`src/rtl/seq_cmp_pkg.sv`:
```
// Shared types and elaboration helpers for the sequential magnitude comparator.
package seq_cmp_pkg;

    // Controller states: waiting for a request, scanning slices, reporting a result.
    typedef enum logic [1:0] {
        IDLE = 2'd0,
        SCAN = 2'd1,
        DONE = 2'd2
    } state_e;

    // Width of the slice index for n slices: clog2(n), never less than 1 bit.
    function automatic int idx_w(input int n);
        int w;
        w = 1;
        while ((1 << w) < n) begin
            w = w + 1;
        end
        return w;
    endfunction

    // Legal geometry: operands split into a whole number of DIGIT-bit slices.
    function automatic bit slices_ok(input int width, input int digit);
        return (width >= 2) && (digit >= 1) && (digit <= width) && ((width % digit) == 0);
    endfunction

endpackage

```
`src/rtl/seq_mag_comparator_digit_cmp.sv`:
```
// Combinational compare of one DIGIT-bit slice, treated as unsigned.
module digit_cmp
    import seq_cmp_pkg::*;
#(
    parameter int DIGIT = 2
) (
    input  logic [DIGIT-1:0] a_i,
    input  logic [DIGIT-1:0] b_i,
    output logic             gt_o,
    output logic             lt_o
);

    // Unsigned magnitude relation of the two slices.
    always_comb begin
        gt_o = (a_i > b_i);
        lt_o = (a_i < b_i);
    end

endmodule

```
`src/rtl/seq_mag_comparator.sv`:
```
// Multi-cycle MSB-first magnitude comparator with start/busy/done handshake.
// Latched operands shift left one slice per SCAN cycle so the slice under
// test always sits at the top; the scan stops on the first differing slice.
module seq_mag_comparator
    import seq_cmp_pkg::*;
#(
    parameter int WIDTH = 16,
    parameter int DIGIT = 2
) (
    input  logic             clk,
    input  logic             rst_n,
    input  logic             start,
    input  logic             signed_mode,
    input  logic [WIDTH-1:0] A,
    input  logic [WIDTH-1:0] B,
    output logic             busy,
    output logic             done,
    output logic             Greater,
    output logic             Smaller,
    output logic             Equal
);

    localparam int N  = WIDTH / DIGIT;
    localparam int KW = idx_w(N);
    localparam logic [KW-1:0]    K_LAST   = KW'(N - 1);
    // Two's-complement order equals unsigned order once the sign bit is inverted.
    localparam logic [DIGIT-1:0] MSB_MASK = DIGIT'(1) << (DIGIT - 1);

    if (!slices_ok(WIDTH, DIGIT)) begin : g_bad_geometry
        $error("seq_mag_comparator: WIDTH must be >= 2 and a multiple of DIGIT");
    end

    state_e           state_q;
    logic [KW-1:0]    k_q;
    logic [WIDTH-1:0] a_q;
    logic [WIDTH-1:0] b_q;
    logic             sgn_q;
    logic             busy_q;
    logic             done_q;
    logic             gt_q;
    logic             lt_q;
    logic             eq_q;

    logic [DIGIT-1:0] slice_a;
    logic [DIGIT-1:0] slice_b;
    logic             slice_gt;
    logic             slice_lt;
    logic             accept;
    logic             finish;

    // Current top slice, sign-adjusted on slice 0; decide accept and scan end.
    always_comb begin
        slice_a = a_q[WIDTH-1 -: DIGIT];
        slice_b = b_q[WIDTH-1 -: DIGIT];
        if (sgn_q && (k_q == '0)) begin
            slice_a = slice_a ^ MSB_MASK;
            slice_b = slice_b ^ MSB_MASK;
        end
        accept = start && (state_q != SCAN);
        finish = (state_q == SCAN) && (slice_gt || slice_lt || (k_q == K_LAST));
    end

    digit_cmp #(
        .DIGIT (DIGIT)
    ) u_digit_cmp (
        .a_i  (slice_a),
        .b_i  (slice_b),
        .gt_o (slice_gt),
        .lt_o (slice_lt)
    );

    // Operand registers: load on accept, shift the next slice up while scanning.
    always_ff @(posedge clk) begin
        if (accept) begin
            a_q   <= A;
            b_q   <= B;
            sgn_q <= signed_mode;
        end else if ((state_q == SCAN) && !finish) begin
            a_q <= a_q << DIGIT;
            b_q <= b_q << DIGIT;
        end
    end

    // Controller, slice counter and registered result/handshake outputs.
    always_ff @(posedge clk or negedge rst_n) begin
        if (!rst_n) begin
            state_q <= IDLE;
            k_q     <= '0;
            busy_q  <= 1'b0;
            done_q  <= 1'b0;
            gt_q    <= 1'b0;
            lt_q    <= 1'b0;
            eq_q    <= 1'b0;
        end else begin
            case (state_q)
                IDLE, DONE: begin
                    done_q <= 1'b0;
                    if (start) begin
                        state_q <= SCAN;
                        busy_q  <= 1'b1;
                        k_q     <= '0;
                    end else begin
                        state_q <= IDLE;
                    end
                end
                SCAN: begin
                    if (finish) begin
                        state_q <= DONE;
                        busy_q  <= 1'b0;
                        done_q  <= 1'b1;
                        gt_q    <= slice_gt;
                        lt_q    <= slice_lt;
                        eq_q    <= !(slice_gt || slice_lt);
                    end else begin
                        k_q <= k_q + 1'b1;
                    end
                end
                default: begin
                    state_q <= IDLE;
                    busy_q  <= 1'b0;
                    done_q  <= 1'b0;
                end
            endcase
        end
    end

    assign busy    = busy_q;
    assign done    = done_q;
    assign Greater = gt_q;
    assign Smaller = lt_q;
    assign Equal   = eq_q;

endmodule

```
`config.mk`:
```
export PLATFORM = sky130hd
export DESIGN_NAME = seq_mag_comparator
export DESIGN_NICKNAME = d
export VERILOG_FILES = /design/src/rtl/seq_cmp_pkg.sv /design/src/rtl/seq_mag_comparator_digit_cmp.sv /design/src/rtl/seq_mag_comparator.sv
export SDC_FILE = /design/constraint.sdc
export NUM_CORES = 1
export LEC_CHECK = 0
export BUFFER_PORTS_ARGS = -buffer_cell sky130_fd_sc_hd__clkbuf_2
export CAP_MARGIN = 10
export CORE_ASPECT_RATIO = 1.1
export CORE_MARGIN = 5
export CORE_UTILIZATION = 50
export DETAILED_ROUTE_END_ITERATION = 6
export HOLD_SLACK_MARGIN = 0.02
export PLACE_DENSITY_LB_ADDON = 0.3
export REMOVE_ABC_BUFFERS = 1
export SLEW_MARGIN = 20
export SYNTH_ARGS = -nofsm -noshare
export SYNTH_HDL_FRONTEND = slang
export SYNTH_SLANG_ARGS = --single-unit
export TNS_END_PERCENT = 30
```
`constraint.sdc`:
```
create_clock -name clk -period 2.7 [get_ports clk]
set_input_delay 0.27 -clock clk [delete_from_list [all_inputs] [get_ports clk]]
set_output_delay 0.27 -clock clk [all_outputs]
set_load 0.01 [all_outputs]
```
# Word level (Yosys, flattened, before mapping)
# Index checks and enable logic that the tools add are counted.
[classes]
n_reduce_logical = 16
n_mux = 17
bitwise_logic = 2
n_eq_ne = 7
n_addsub = 1
n_lt_le_gt_ge = 2
[ops]
columns = ["op", "count"]
rows = [
  ["16-bit 2-to-1 mux", 4],
  ["2-bit 2-to-1 mux", 3],
  ["3-bit 2-to-1 mux", 2],
  ["2-bit != test (second input constant)", 3],
  ["3-bit case mux with 2 select lines", 1],
  ["1-bit 2-to-1 mux", 5],
  ["1-bit logical AND", 4],
  ["2-bit case mux with 2 select lines", 1],
  ["2-bit AND reduction", 2],
  ["2-bit nonzero test", 2],
  ["3-bit by 1-bit adder with 3-bit output (second input constant)", 1],
  ["3-bit == test (second input constant)", 1],
  ["3-bit zero test", 1],
  ["3-bit AND reduction", 1],
  ["2-bit by 1-bit == test with 1-bit output (second input constant)", 1],
  ["2-bit == test (second input constant)", 1],
  ["2-bit greater-than comparator", 1],
  ["1-bit zero test", 2],
  ["2-bit zero test", 1],
  ["1-bit logical OR", 2],
  ["2-bit less-than comparator", 1],
  ["2-bit by 1-bit != test with 1-bit output (second input constant)", 1],
  ["1-bit NOT", 2],
  ["1-bit case mux with 2 select lines", 1],
  ["2-bit OR reduction", 1],
]
[word_totals]
output_inout_bits = 5
in_bits = 36
wordCells = 55
regBits = 43

# Longest topological paths before layout
# Gate-level depths: netlist of the first run.
[logic_depth]
word_depth = 11
ltp_mapped = 5
ltp_nobuf = 5

# Modules after synthesis
# A second synthesis of the first run with hierarchy kept.
[unflattened]
hier_cells = 125
hier_area_um2 = 2030.7
[modules_own_cells]
columns = ["module", "area_per_inst_um2", "cells_per_inst", "seq_area_each_um2", "n_inst"]
rows = [
  ["seq_mag_comparator", 1965.6, 118, 1216.2, 1],
  ["digit_cmp", 65.1, 7, 0.0, 1],
]

# Least setup slack after synthesis of the first run
# OpenSTA, ideal clock, no wires.
[synth_path]
path_type = "register to register"
startpoint = "register k_q[0]"
endpoint = "register a_q[0] (enable)"
period_less_slack_ns = 2.480
setup_slack_ns = 0.220
t_required_ns = 2.306
arrival_time_ns = 2.086
stages_incl_launch_ff = 6
cell_sequence = "dfrtp_1 > ha_1 > ha_1 > nor3b_1 > nand3_2 > nand2b_1"
[synth_via]
elab_chain_cells = 10
[synth_rtl]
columns = ["item", "line_no", "text"]
rows = [
  ["from (decl)", "seq_mag_comparator.sv:34", "logic [KW-1:0] k_q;"],
  ["from (signal assigned)", "seq_mag_comparator.sv:115", "k_q <= k_q + 1'b1;"],
  ["3-bit zero test", "seq_mag_comparator.sv:55", "if (sgn_q && (k_q == '0)) begin"],
  ["1-bit logical AND", "seq_mag_comparator.sv:55", ""],
  ["2-bit 2-to-1 mux", "seq_mag_comparator.sv:55", ""],
  ["2-bit greater-than comparator / 2-bit less-than comparator (equally long branches)", "seq_mag_comparator_digit_cmp.sv:15, seq_mag_comparator_digit_cmp.sv:16", ""],
  ["1-bit logical OR", "seq_mag_comparator.sv:60", "finish = (state_q == SCAN) && (slice_gt || slice_lt || (k_q == K_LAST));"],
  ["1-bit logical OR (*)", "seq_mag_comparator.sv:60", ""],
  ["1-bit logical AND (*)", "seq_mag_comparator.sv:60", ""],
  ["1-bit zero test (*)", "seq_mag_comparator.sv:78", "end else if ((state_q == SCAN) && !finish) begin"],
  ["1-bit logical AND (*)", "seq_mag_comparator.sv:78", ""],
  ["2-bit nonzero test (no source line) (*)", "n/a", ""],
  ["to (signal assigned)", "seq_mag_comparator.sv:79", "a_q <= a_q << DIGIT;"],
  ["to (decl)", "seq_mag_comparator.sv:35", "logic [WIDTH-1:0] a_q;"],
]
# Every way passes the cells marked *; elsewhere a longest branch is shown, timed or not.
# A chain may end at the register's enable or synchronous reset.

# Worst setup path after layout of the first run
[layout_path]
startpoint = "register k_q[0]"
endpoint = "register a_q[3] (enable)"
# The elaborated chain is that of the path after synthesis.

==> metrics.md, run 1 <==
| Metric | Value |
|---|---|
| Setup TNS | 0 ns |
| Core Rows | 23 |
| First-pass GRT wire length | 5490 microns |
| Worst Skew | 0.00556 ns |
| Relative slew margins | 72.4% |
| Die Y | ~75 microns |
| Average size of a mapped cell | 15.3 sq um |
| Place WS | 0.453 ns |
| Aggregate global routing overflow | 0 |
| CTS Sinks | 42 |
| VDD IR max | around 0.00056 V |
| Core ar. | 0.00371 sq mm |
| Utilization after layout | slightly above 60% |
| Sequential power share | 49.3% |
| CP startpoint kind | flop |
| Dpl hpwl | approximately 2400 microns |
| CP max stage delay | 0.42 ns |
| Crit path buf inv count | 1 |
| Post-DR wirelength/cell | about 15 microns |
| HP Start | signed_mode |
| R2R Path End | a_q[3] |
| Worst skew pair latency | 0.29 ns |
| Int Pwr | 1.60 mW |
| WS Path Type | flop to flop |
| Status | finished, final reports clean |
| Pre-antenna DRT Iters | 4 |
| Post-CTS Resized | 0 |
| Final setup fails | 0 |
| Clock network power share | a little over a fifth |
| Ant. Diodes | 0 |
| Initial antenna violation count | 0 |
| DRC Markers | 0 |
| Switching pwr | 0.633 mW |
| Die Span X | 69.5 microns |
| Clk root buf | clkbuf_8 |
| WP depth | 6 |
| Hold depth | 1 |
| Setup crit end kind | flop |
| Post-Syn Instances | around 130 |
| CP Max Fanout | 32 |
| Vias in the first global route | ~1.2k |
| Register area share after synthesis | 62.5% |
| Final cycle utilization of the critical path | 83.7% |
| DIE AREA | 0.00524 sq mm |
| Setup WS post-layout | 0.439 ns |
| Cells along the critical path | ha_1, ha_1, nor3b_1, nand3_2, nand2b_1, buf_4 |
| GRT Total Usage | 13.5% |
| Max Cap Viol | 0 |
| Post-CTS Setup Bufs | 0 |
| Final net count | 212 |
| Crit path DAT | 2.22 ns |
| Warnings, synthesis | 0 |
| CTS tree | built |
| Clock buffer depth | 2 |
| Leak | 0.952 nW |
| Cell mode on critical path | ha_1 |
| Crit Reg-Reg Startpoint | k_q[0] |
| Via count | 1,173 |
| Max Fclk | 442 MHz |
| CTS H-tree lvls | 2 |
| Sw frac | 28.4% |
| Final hold violations | 0 |
| Area grow syn2layout | 17.7% |
| Worst hold-check path type | input pin to flop |
| Max-slew violation count | 0 |
| Routed Antenna Nets | 0 |
| PortBufs | 40 |
| CTS Buf Count | 5 |
| Initial core utilization | 52.4% |
| Vias per cell | ~5.3 |
| I/O Pins | 41 |
| Hold Path Sink | sgn_q |
| CP delay by family, top | simple AND/OR/NAND/NOR gates |
| #FFs+latches synth | 42 |
| RSZ-0062 raised after global routing | false |
| Largest net degree at the start of global routing | 33 |
| Initial DRC Count | 63 |
| Worst path slowest cell | dfrtp_1 |
| Netlist cell types | 31 |
| Final min period | 2.26 ns |
| Worst endpoint required time | 2.66 ns |
| Combinational Power Share | 29.0% |
| Power per cell area | 973 mW/mm^2 |
| Final wirelength | 3280 microns |
| Slew @ Worst Pin | 0.413 ns |
| Gpl congestion | about 0.8 |
| R2R depth | 6 |
| Reg clk slew, reported paths | ~0.08 ns |
| Hold buffer count at cts | 1 |
| R2R setup slack | 0.44 ns |
| Mapped Area | 0.00195 sq mm |
| Fraction of layout cells with a size suffix above 1 | 46.8% |
-- how the worst max path moves through the flow --
stage / end / start
after floorplan: a_q[0] / k_q[0]
after detailed placement: b_q[13] / k_q[0]
after global routing: a_q[5] / k_q[0]
final: a_q[3] / k_q[0]
after CTS: a_q[5] / k_q[0]
after global placement: b_q[9] / k_q[0]
-- layer usage --
metal	vias to the layer above	global-route usage, %	wire [microns]
li1	564	-	-
met1	557	14.6	1330
met2	43	24.5	1650
met3	9	3.83	225
met4	0	7.38	76
met5	-	0	0
-- cell usage in the layout, fill, tap and decap left out, types with 2 or more instances in the layout --
| cell | instances |
|---|---|
| edfxtp_1 | 33 |
| o21ai_0 | 2 |
| nand2b_1 | 2 |
| nor2_1 | 2 |
| nor3_1 | 2 |
| a31oi_1 | 2 |
| clkbuf_2 | 40 |
| ha_1 | 4 |
| inv_1 | 9 |
| and3_1 | 4 |
| a21oi_1 | 3 |
| mux2_2 | 28 |
| dfrtp_1 | 9 |
| nand2_1 | 4 |
| mux2i_1 | 3 |
| clkbuf_8 | 5 |
-- area by class of cell --
cell class	instances	area, sq um
Tap cell	50	62.6
Clock buffer	6	72.6
Timing Repair Buffer	42	218
Inverter	9	33.8
Sequential cell	42	1220
Multi-Input combinational cell	72	652
Clock inverter	2	37.5
Fill cell	320	1420
-- kinds of logic (layout without fill, tap and decap cells) --
logic type	Yosys count	in the layout	share of synthesized area, %
flip-flops	42	42	62.5
buffers and inverters	13	59	4.05
XOR/XNOR	1	1	0.836
AO/OA/AOI/OAI	10	10	3.21
AND/OR/NAND/NOR	26	26	9.13
adder cells (fa/ha/maj)	4	4	2.57
multiplexers	31	31	17.7
-- cells in the mapped netlist --
library cell	n	area share, %
and3_1	4	1.3
buf_6	4	2.3
or4_1	1	0.39
dfrtp_1	9	12
and4b_4	1	0.71
and2_4	1	0.45
or2b_1	1	0.39
edfxtp_1	33	51
a31oi_1	2	0.64
o32ai_1	1	0.45
inv_1	9	1.7
nand3_1	1	0.26
mux2i_1	3	1.5
nand2b_1	2	0.64
ha_1	4	2.6
nand4bb_1	1	0.58
nor2_1	2	0.39
nand2b_4	1	0.71
a21oi_1	3	0.77
nand4b_1	1	0.45
mux2_2	28	16
nor3_1	2	0.51
a21boi_0	1	0.39
o221ai_1	1	0.45
xnor2_2	1	0.84
nand3_2	1	0.51
nand3b_1	1	0.39
nor2b_1	1	0.32
nand2_1	4	0.77
nor3b_1	1	0.39
o21ai_0	2	0.51
-- per-stage QoR --
step	power [mW]	hold slack (ns)	area (sq um)	std cells
2_1_floorplan	1.58	-0.0256	1900	123
4_1_cts	2.26	0.143	2290	223
3_5_place_dp	1.77	0.140	2170	214
6_report	2.23	0.150	2290	223
3_3_place_gp	1.73	0.134	2170	214
5_1_grt	2.37	0.139	2290	223
-- registers in the layout (all words and copies together) (netlist names) --
register	cells
a_q	16
b_q	16
k_q	3
state_q	2
Equal	1
Greater	1
Smaller	1
busy	1
sgn_q	1
-- power groups by stage --
stage	registers (mW)	logic, mW	clock network [mW]
2_1_floorplan	1.11	0.471	0
3_3_place_gp	1.10	0.630	0
3_5_place_dp	1.12	0.653	0
4_1_cts	1.10	0.656	0.497
5_1_grt	1.13	0.715	0.532
6_report	1.10	0.647	0.483
(Power assumes the default switching activity.)
==> run 2: changes to the inputs <==
- ABC_AREA: default -> 1
- clock period: 2.7 -> 2.24 ns (I/O delays scaled with it)
==> metrics.md, run 2 <==
| Metric | Value |
|---|---|
| Via count | 1,344 (+15%) |
| Crit Reg-Reg Startpoint | k_q[0] |
| Hold buffer count at cts | 1 (unchanged) |
| Area grow syn2layout | 17.1% |
| Synth top area share | 51.4% (+0.53 points) |
| DIE AREA | 0.00520 sq mm (-0.88%) |
| Count leader, synth | nand2_1 |
| Post-CTS Resized | 0 (unchanged) |
| Final hold violations | 0 (unchanged) |
| Initial antenna violation count | 0 (unchanged) |
| Worst skew pair latency | 0.29 ns (about the same) |
| Gpl congestion | 0.739 (-8.0%) |
| EDFF count, synth | 33 (unchanged) |
| R2R setup slack | 0.44 ns (about the same) |
| Max-slew violation count | 0 (unchanged) |
| WS Path Type | flop to flop |
| Cells along the critical path | inv_1, ha_1, nand3_1, nand2_1, nand3_1, nand2_2, nand3_4, nand2_1, buf_12 |
| Vias per cell | 4.60 (-12%) |
| VDD IR max | 0.000613 V (+10%) |
| Dpl hpwl | 2270 microns (-6.8%) |
| Initial DRC Count | 50 (-21%) |
| Setup TNS | 0 ns (unchanged) |
| Reg clk slew, reported paths | 0.08 ns (about the same) |
| Largest net degree at the start of global routing | 35 (+6.1%) |
| Core ar. | 0.00368 sq mm (-0.78%) |
| Post-Synth XOR/XNOR Area | 0% (-0.84 points) |
| Routed Antenna Nets | 0 (unchanged) |
| Crit path DAT | 1.79 ns (-0.43 ns) |
| Largest family of logic cells by synthesized area | simple AND/OR/NAND/NOR gates |
| Aggregate global routing overflow | 0 (unchanged) |
| Core Rows | 23 (unchanged) |
| Status | finished, final reports clean |
| Final net count | 281 (+33%) |
| GRT Total Usage | 14.3% (+0.76 points) |
| Post-Syn Instances | 198 (+56%) |
| Max Fclk | 554 MHz (+25%) |
| Register area share after synthesis | 63.1% (+0.65 points) |
| Worst path slowest cell | dfrtp_1 |
| Worst hold-check path type | input pin to flop |
| Design Area, Final | 0.00226 sq mm (-1.5%) |
| Top cells by area, synth | edfxtp_1 51%, nand2_1 20%, dfrtp_1 12% |
| Post-DR wirelength/cell | 11.1 microns (-25%) |
| Ant. Diodes | 0 (unchanged) |
| Final setup fails | 0 (unchanged) |
| CP Max Fanout | 32 (unchanged) |
| Hold depth | 1 (unchanged) |
| Largest area contributor in the netlist | edfxtp_1 |
| Final wirelength | 3230 microns (-1.5%) |
| Relative slew margins | 70.2% (-2.3 points) |
| Clk root buf | clkbuf_8 |
| Async SR Flop Fraction | 21.4% (unchanged) |
| Commonest non-fill, non-tap cells in the layout | 105 x nand2_1, 40 x clkbuf_2, 33 x edfxtp_1 |
| DRC Markers | 0 (unchanged) |
| CP max stage delay | 0.41 ns (about the same) |
| Post-CTS Setup Bufs | 0 (unchanged) |
| Synth Area in Compound Gates | 0.519% (-2.7 points) |
| Slew @ Worst Pin | 0.447 ns (+0.0343 ns) |
| Setup crit end kind | flop |
| Average size of a mapped cell | 9.73 sq um (-37%) |
| Vias in the first global route | 1,364 (+9.3%) |
| RSZ-0062 raised after global routing | false |
| PortBufs | 40 (unchanged) |
| Most common cell after layout, fill and taps aside | nand2_1 |
| Die Span X | 69.2 microns (-0.44%) |
| First-pass GRT wire length | 5800 microns (+5.7%) |
| Synth Flop Type | edfxtp_1 |
| Placed Area | 0.00217 sq mm (-0.23%) |
| CP startpoint kind | flop |
| Mapped Area | 0.00193 sq mm (-1.0%) |
| CTS tree | built |
| CTS Sinks | 42 (unchanged) |
| Leak | 1.12 nW (+18%) |
| Warnings, synthesis | 0 (unchanged) |
| Simple-Gate Fraction of Synth Area | 28.8% (+20 points) |
| Worst endpoint required time | 2.23 ns (-0.43 ns) |
| HP Start | signed_mode |
| Hold Path Sink | sgn_q |
| CTS Buf Count | 5 (unchanged) |
| I/O Pins | 41 (unchanged) |
| Pre-antenna DRT Iters | 4 (unchanged) |
| R2R Path End | b_q[4] |
| Power per cell area | 1040 mW/mm^2 (+6.6%) |
| Mux cell area share after synthesis | 0% (-18 points) |
| Commonest cells in the synthesized netlist | 105 x nand2_1, 33 x edfxtp_1, 11 x inv_1, 9 x dfrtp_1 |
| Initial core utilization | 52.3% (-0.13 points) |
| Worst Skew | 0.00715 ns (+0.00160 ns) |
| Final min period | 1.80 ns (-0.456 ns) |
| Final cycle utilization of the critical path | 80.6% (-3.2 points) |
| Netlist cell types | 17 (-45%) |
| Fraction of layout cells with a size suffix above 1 | 24.0% (-23 points) |
| #FFs+latches synth | 42 (unchanged) |
| Clock buffer depth | 2 (unchanged) |
| Max Cap Viol | 0 (unchanged) |
| Top flop regs | a_q: 16 flops, b_q: 16 flops, k_q: 3 flops |
| R2R depth | 9 (+3) |
| Die Y | 75.1 microns (-0.44%) |
| CTS H-tree lvls | 2 (unchanged) |
| Post-Synth Adder-Cell Area | 2.60% (+0.027 points) |
-- run 2: changes by cell type in the layout (fill, tap and decap cells not counted), sizes merged, moves of 3 or more --
cell,before,now
and3,4,0
nand3,2,8
nand2,4,111
inv,9,14
clkinv,0,3
mux2,28,0
nor2,2,9
nand2b,3,0
mux2i,3,0
-- run 2: cells by family after synthesis --
logic type | after synthesis
adder cells (fa/ha/maj) | 4
buffers and inverters | 20
flip-flops | 42
AND/OR/NAND/NOR | 130
AO/OA/AOI/OAI | 2
-- run 2: critical path, delay by kind of cell (launching register included) --
kind | cells | cell delay (ns)
AND/OR/NAND/NOR | 6 | 0.64
buffers and inverters | 2 | 0.28
adder cells (fa/ha/maj) | 1 | 0.16
flip-flops | 1 | 0.41
-- run 2: cell type report --
class | instances | area [sq um]
multi-input combinational | 136 | 616
clock inverter | 3 | 11.3
clock buffer | 5 | 68.8
fill | 349 | 1430
inverter | 14 | 52.6
timing repair buffer | 42 | 230
sequential | 42 | 1220
tap | 50 | 62.6
-- run 2: worst max path at each step --
| stage | startpoint | end | slack, ns | depth (start not counted) |
|---|---|---|---|---|
| 6_report | k_q[0] | b_q[4] | 0.44 | 9 |
| 5_1_grt | k_q[0] | b_q[6] | 0.29 | 9 |
| 4_1_cts | k_q[0] | a_q[6] | 0.43 | 9 |
| 3_5_place_dp | k_q[0] | a_q[3] | 0.45 | 9 |
| 3_3_place_gp | k_q[0] | a_q[2] | 0.48 | 9 |
| 2_1_floorplan | k_q[0] | a_q[0] | 0.08 | 5 |
-- run 2: per-layer routing --
metal | share of wire [%] | track usage (%)
met1 | 46 | 16.4
met2 | 48 | 25.0
met3 | 5.8 | 5.61
met4 | 0.71 | 4.56
met5 | 0 | 0
-- run 2: metrics by stage --
step	util (%)	setup WS (ns)	instances	hold WS [ns]	total power, mW
after floorplan	-	0.0837	192	-0.0716	1.71
after global placement	58.8	0.478	283	0.0881	1.90
after detailed placement	58.8	0.448	283	0.0909	1.92
after CTS	61.3	0.429	292	0.107	2.38
after global routing	61.3	0.293	292	0.102	2.54
final	61.3	0.436	292	0.129	2.34
-- run 2: where the power goes --
part	switching, mW	internal, mW
Combinational	0.423	0.240
Sequential	0.0864	1.14
Clock	0.243	0.208
==> run 3: changes to the inputs <==
- CORE_UTILIZATION: 50 -> 48
- clock period: 2.24 -> 1.6 ns (I/O delays scaled with it)
==> metrics.md, run 3 (synthesis gave the netlist of run 2 again) <==
| Metric | Value |
|---|---|
| Sw frac | 31.9% (-0.27 points) |
| GRT Total Usage | 14.9% (+0.63 points) |
| Crit path buf inv count | 1 (-1) |
| Dpl hpwl | 2450 microns (+8.0%) |
| Reg clk slew, reported paths | 0.08 ns (about the same) |
| CP delay by family, top | simple AND/OR/NAND/NOR gates |
| Final net count | 296 (+5.3%) |
| Aggregate global routing overflow | 0 (unchanged) |
| Slew @ Worst Pin | 0.482 ns (+0.0355 ns) |
| Core ar. | 0.00393 sq mm (+6.8%) |
| Failing checks | negative setup slack |
| Cell mode on critical path | nand2_2 |
| Final cycle utilization of the critical path | 102% (+21 points) |
| CTS Sinks | 42 (unchanged) |
| Setup WS post-layout | -0.0288 ns (-0.464 ns) |
| Worst Skew | 0.00697 ns (-0.000185 ns) |
| CP startpoint kind | flop |
| CTS H-tree lvls | 2 (unchanged) |
| Ant. Diodes | 0 (unchanged) |
| CTS Buf Count | 5 (unchanged) |
| Critical Path Source | a_q[15] |
| R2R Path End | b_q[4] |
| Final setup fails | 33 (+33) |
| Final wirelength | 3680 microns (+14%) |
| DIE AREA | 0.00538 sq mm (+3.6%) |
| Worst hold-check path type | input pin to flop |
| CP max stage delay | 0.40 ns (about the same) |
| Utilization after layout | 61.2% (about the same) |
| Initial core utilization | 49.0% (-3.3 points) |
| HP Start | signed_mode |
| CTS tree | built |
| Final hold violations | 0 (unchanged) |
| R2R depth | 7 (-2) |
| Crit Reg-Reg Startpoint | a_q[15] |
| Initial DRC Count | 78 (+56%) |
| Gpl congestion | 0.730 (-1.1%) |
| Tot Pwr | 3.61 mW (+54%) |
| Commonest non-fill, non-tap cells in the layout | 103 x nand2_1, 40 x clkbuf_2, 33 x edfxtp_1 |
| Top flop regs | a_q: 16 flops, b_q: 16 flops, k_q: 3 flops |
| Worst path slowest cell | edfxtp_1 |
| Status | finished, violations left |
| Setup TNS | -0.690 ns (-0.690 ns) |
| Worst skew pair latency | 0.29 ns (about the same) |
| Die Span X | 70.4 microns (+1.8%) |
| PortBufs | 40 (unchanged) |
| Vias per cell | 4.61 (+0.24%) |
| Vias in the first global route | 1,430 (+4.8%) |
| Final min period | 1.63 ns (-0.176 ns) |
| Most common cell after layout, fill and taps aside | nand2_1 |
| Clock buffer depth | 2 (unchanged) |
| R2R setup slack | -0.03 ns (-0.46 ns) |
| Relative slew margins | 67.8% (-2.4 points) |
| Pre-antenna DRT Iters | 4 (unchanged) |
| Largest net degree at the start of global routing | 30 (-14%) |
| Post-DR wirelength/cell | 11.9 microns (+7.9%) |
| Worst Setup EP | b_q[4] |
| Area grow syn2layout | 25.0% |
| Crit path DAT | 1.63 ns (-0.16 ns) |
| Setup crit end kind | flop |
| DRC Markers | 0 (unchanged) |
| Clk root buf | clkbuf_8 |
| I/O Pins | 41 (unchanged) |
| Die Y | 76.5 microns (+1.8%) |
| Int Pwr | 2.46 mW (+55%) |
| Worst endpoint required time | 1.60 ns (-0.63 ns) |
| Power per cell area | 1500 mW/mm^2 (+44%) |
| Max Cap Viol | 0 (unchanged) |
| Sequential power share | 47.5% (-4.9 points) |
| First-pass GRT wire length | 6220 microns (+7.4%) |
| Routed Antenna Nets | 0 (unchanged) |
| RSZ-0062 raised after global routing | true |
| WS Path Type | flop to flop |
| Max Fclk | 614 MHz (+11%) |
| CP Max Fanout | 12 (-63%) |
| Core Rows | 24 (+4.3%) |
| Leak | 1.20 nW (+7.1%) |
| Cells along the critical path | or2_4, nand2_2, nand2_2, nor2_4, nand3_4, nand2_4, buf_12 |
| Fraction of layout cells with a size suffix above 1 | 30.5% (+6.5 points) |
| Max-slew violation count | 0 (unchanged) |
| VDD IR max | 0.000643 V (+5.0%) |
| Switching pwr | 1.15 mW (+53%) |
| Via count | 1,421 (+5.7%) |
| Initial antenna violation count | 0 (unchanged) |
| WP depth | 7 (-2) |
| WHS | 0.0430 ns (-0.0857 ns) |
| Combinational Power Share | 35.1% (+6.8 points) |
| Clock network power share | 17.5% (-1.8 points) |
==> run 3: changes by cell type in the layout (fill, tap and decap cells not counted), moves of 2 or more <==
| cell | change |
|---|---|
| clkinv_1 | -3 |
| nand2_1 | -2 |
| clkbuf_1 | +2 |
| buf_4 | +13 |
==> run 3: per-stage QoR <==
step,cells,worst slack (ns),cell area (sq um)
6_report,308,-0.0288,2410
5_1_grt,308,-0.130,2410
4_1_cts,309,-0.103,2430
3_5_place_dp,296,-0.0843,2250
3_3_place_gp,296,-0.0223,2250
2_1_floorplan,192,-0.556,1880
==> run 3: per-layer routing <==
| layer | wire (microns) | GRT usage, % | up-vias |
|---|---|---|---|
| met5 | 0 | 0 | - |
| met4 | 51 | 6.32 | 0 |
| met3 | 226 | 5.54 | 4 |
| met2 | 1850 | 24.8 | 33 |
| met1 | 1550 | 17.0 | 642 |
| li1 | - | - | 742 |
==> run 3: layout make-up <==
type	count	area, sq um
Fill cell	352	1530
Sequential cell	42	1220
Multi-Input combinational cell	136	636
Timing Repair Buffer	57	363
Clock buffer	7	76.3
Tap cell	52	65.1
Inverter	14	52.6
==> run 3: power groups by stage <==
stage,Combinational (mW),Clock (mW),Sequential (mW)
after floorplan,0.642,0,1.75
after global placement,1.09,0,1.72
after detailed placement,1.11,0,1.74
after CTS,1.29,0.656,1.71
after global routing,1.42,0.714,1.74
final,1.26,0.630,1.71
==> run 3: repair_timing <==
item	4_1_cts	5_1_grt
hold buffers	1	0
pin swaps	4	3
cloned	1	0
setup buffers	4	3
resized for setup	7	7
endpoints found under the setup margin	32	39
hold endpoints to repair	9	0
==> run 3: how the worst min path moves through the flow <==
| stage | cells after the start | to | slack, ns |
|---|---|---|---|
| 2_1_floorplan | 0 | Equal | -0.14 |
| 5_1_grt | 1 | sgn_q | 0.02 |
| 6_report | 1 | sgn_q | 0.04 |
| 3_3_place_gp | 1 | Greater | 0.03 |
| 4_1_cts | 1 | sgn_q | 0.03 |
| 3_5_place_dp | 1 | Greater | 0.04 |
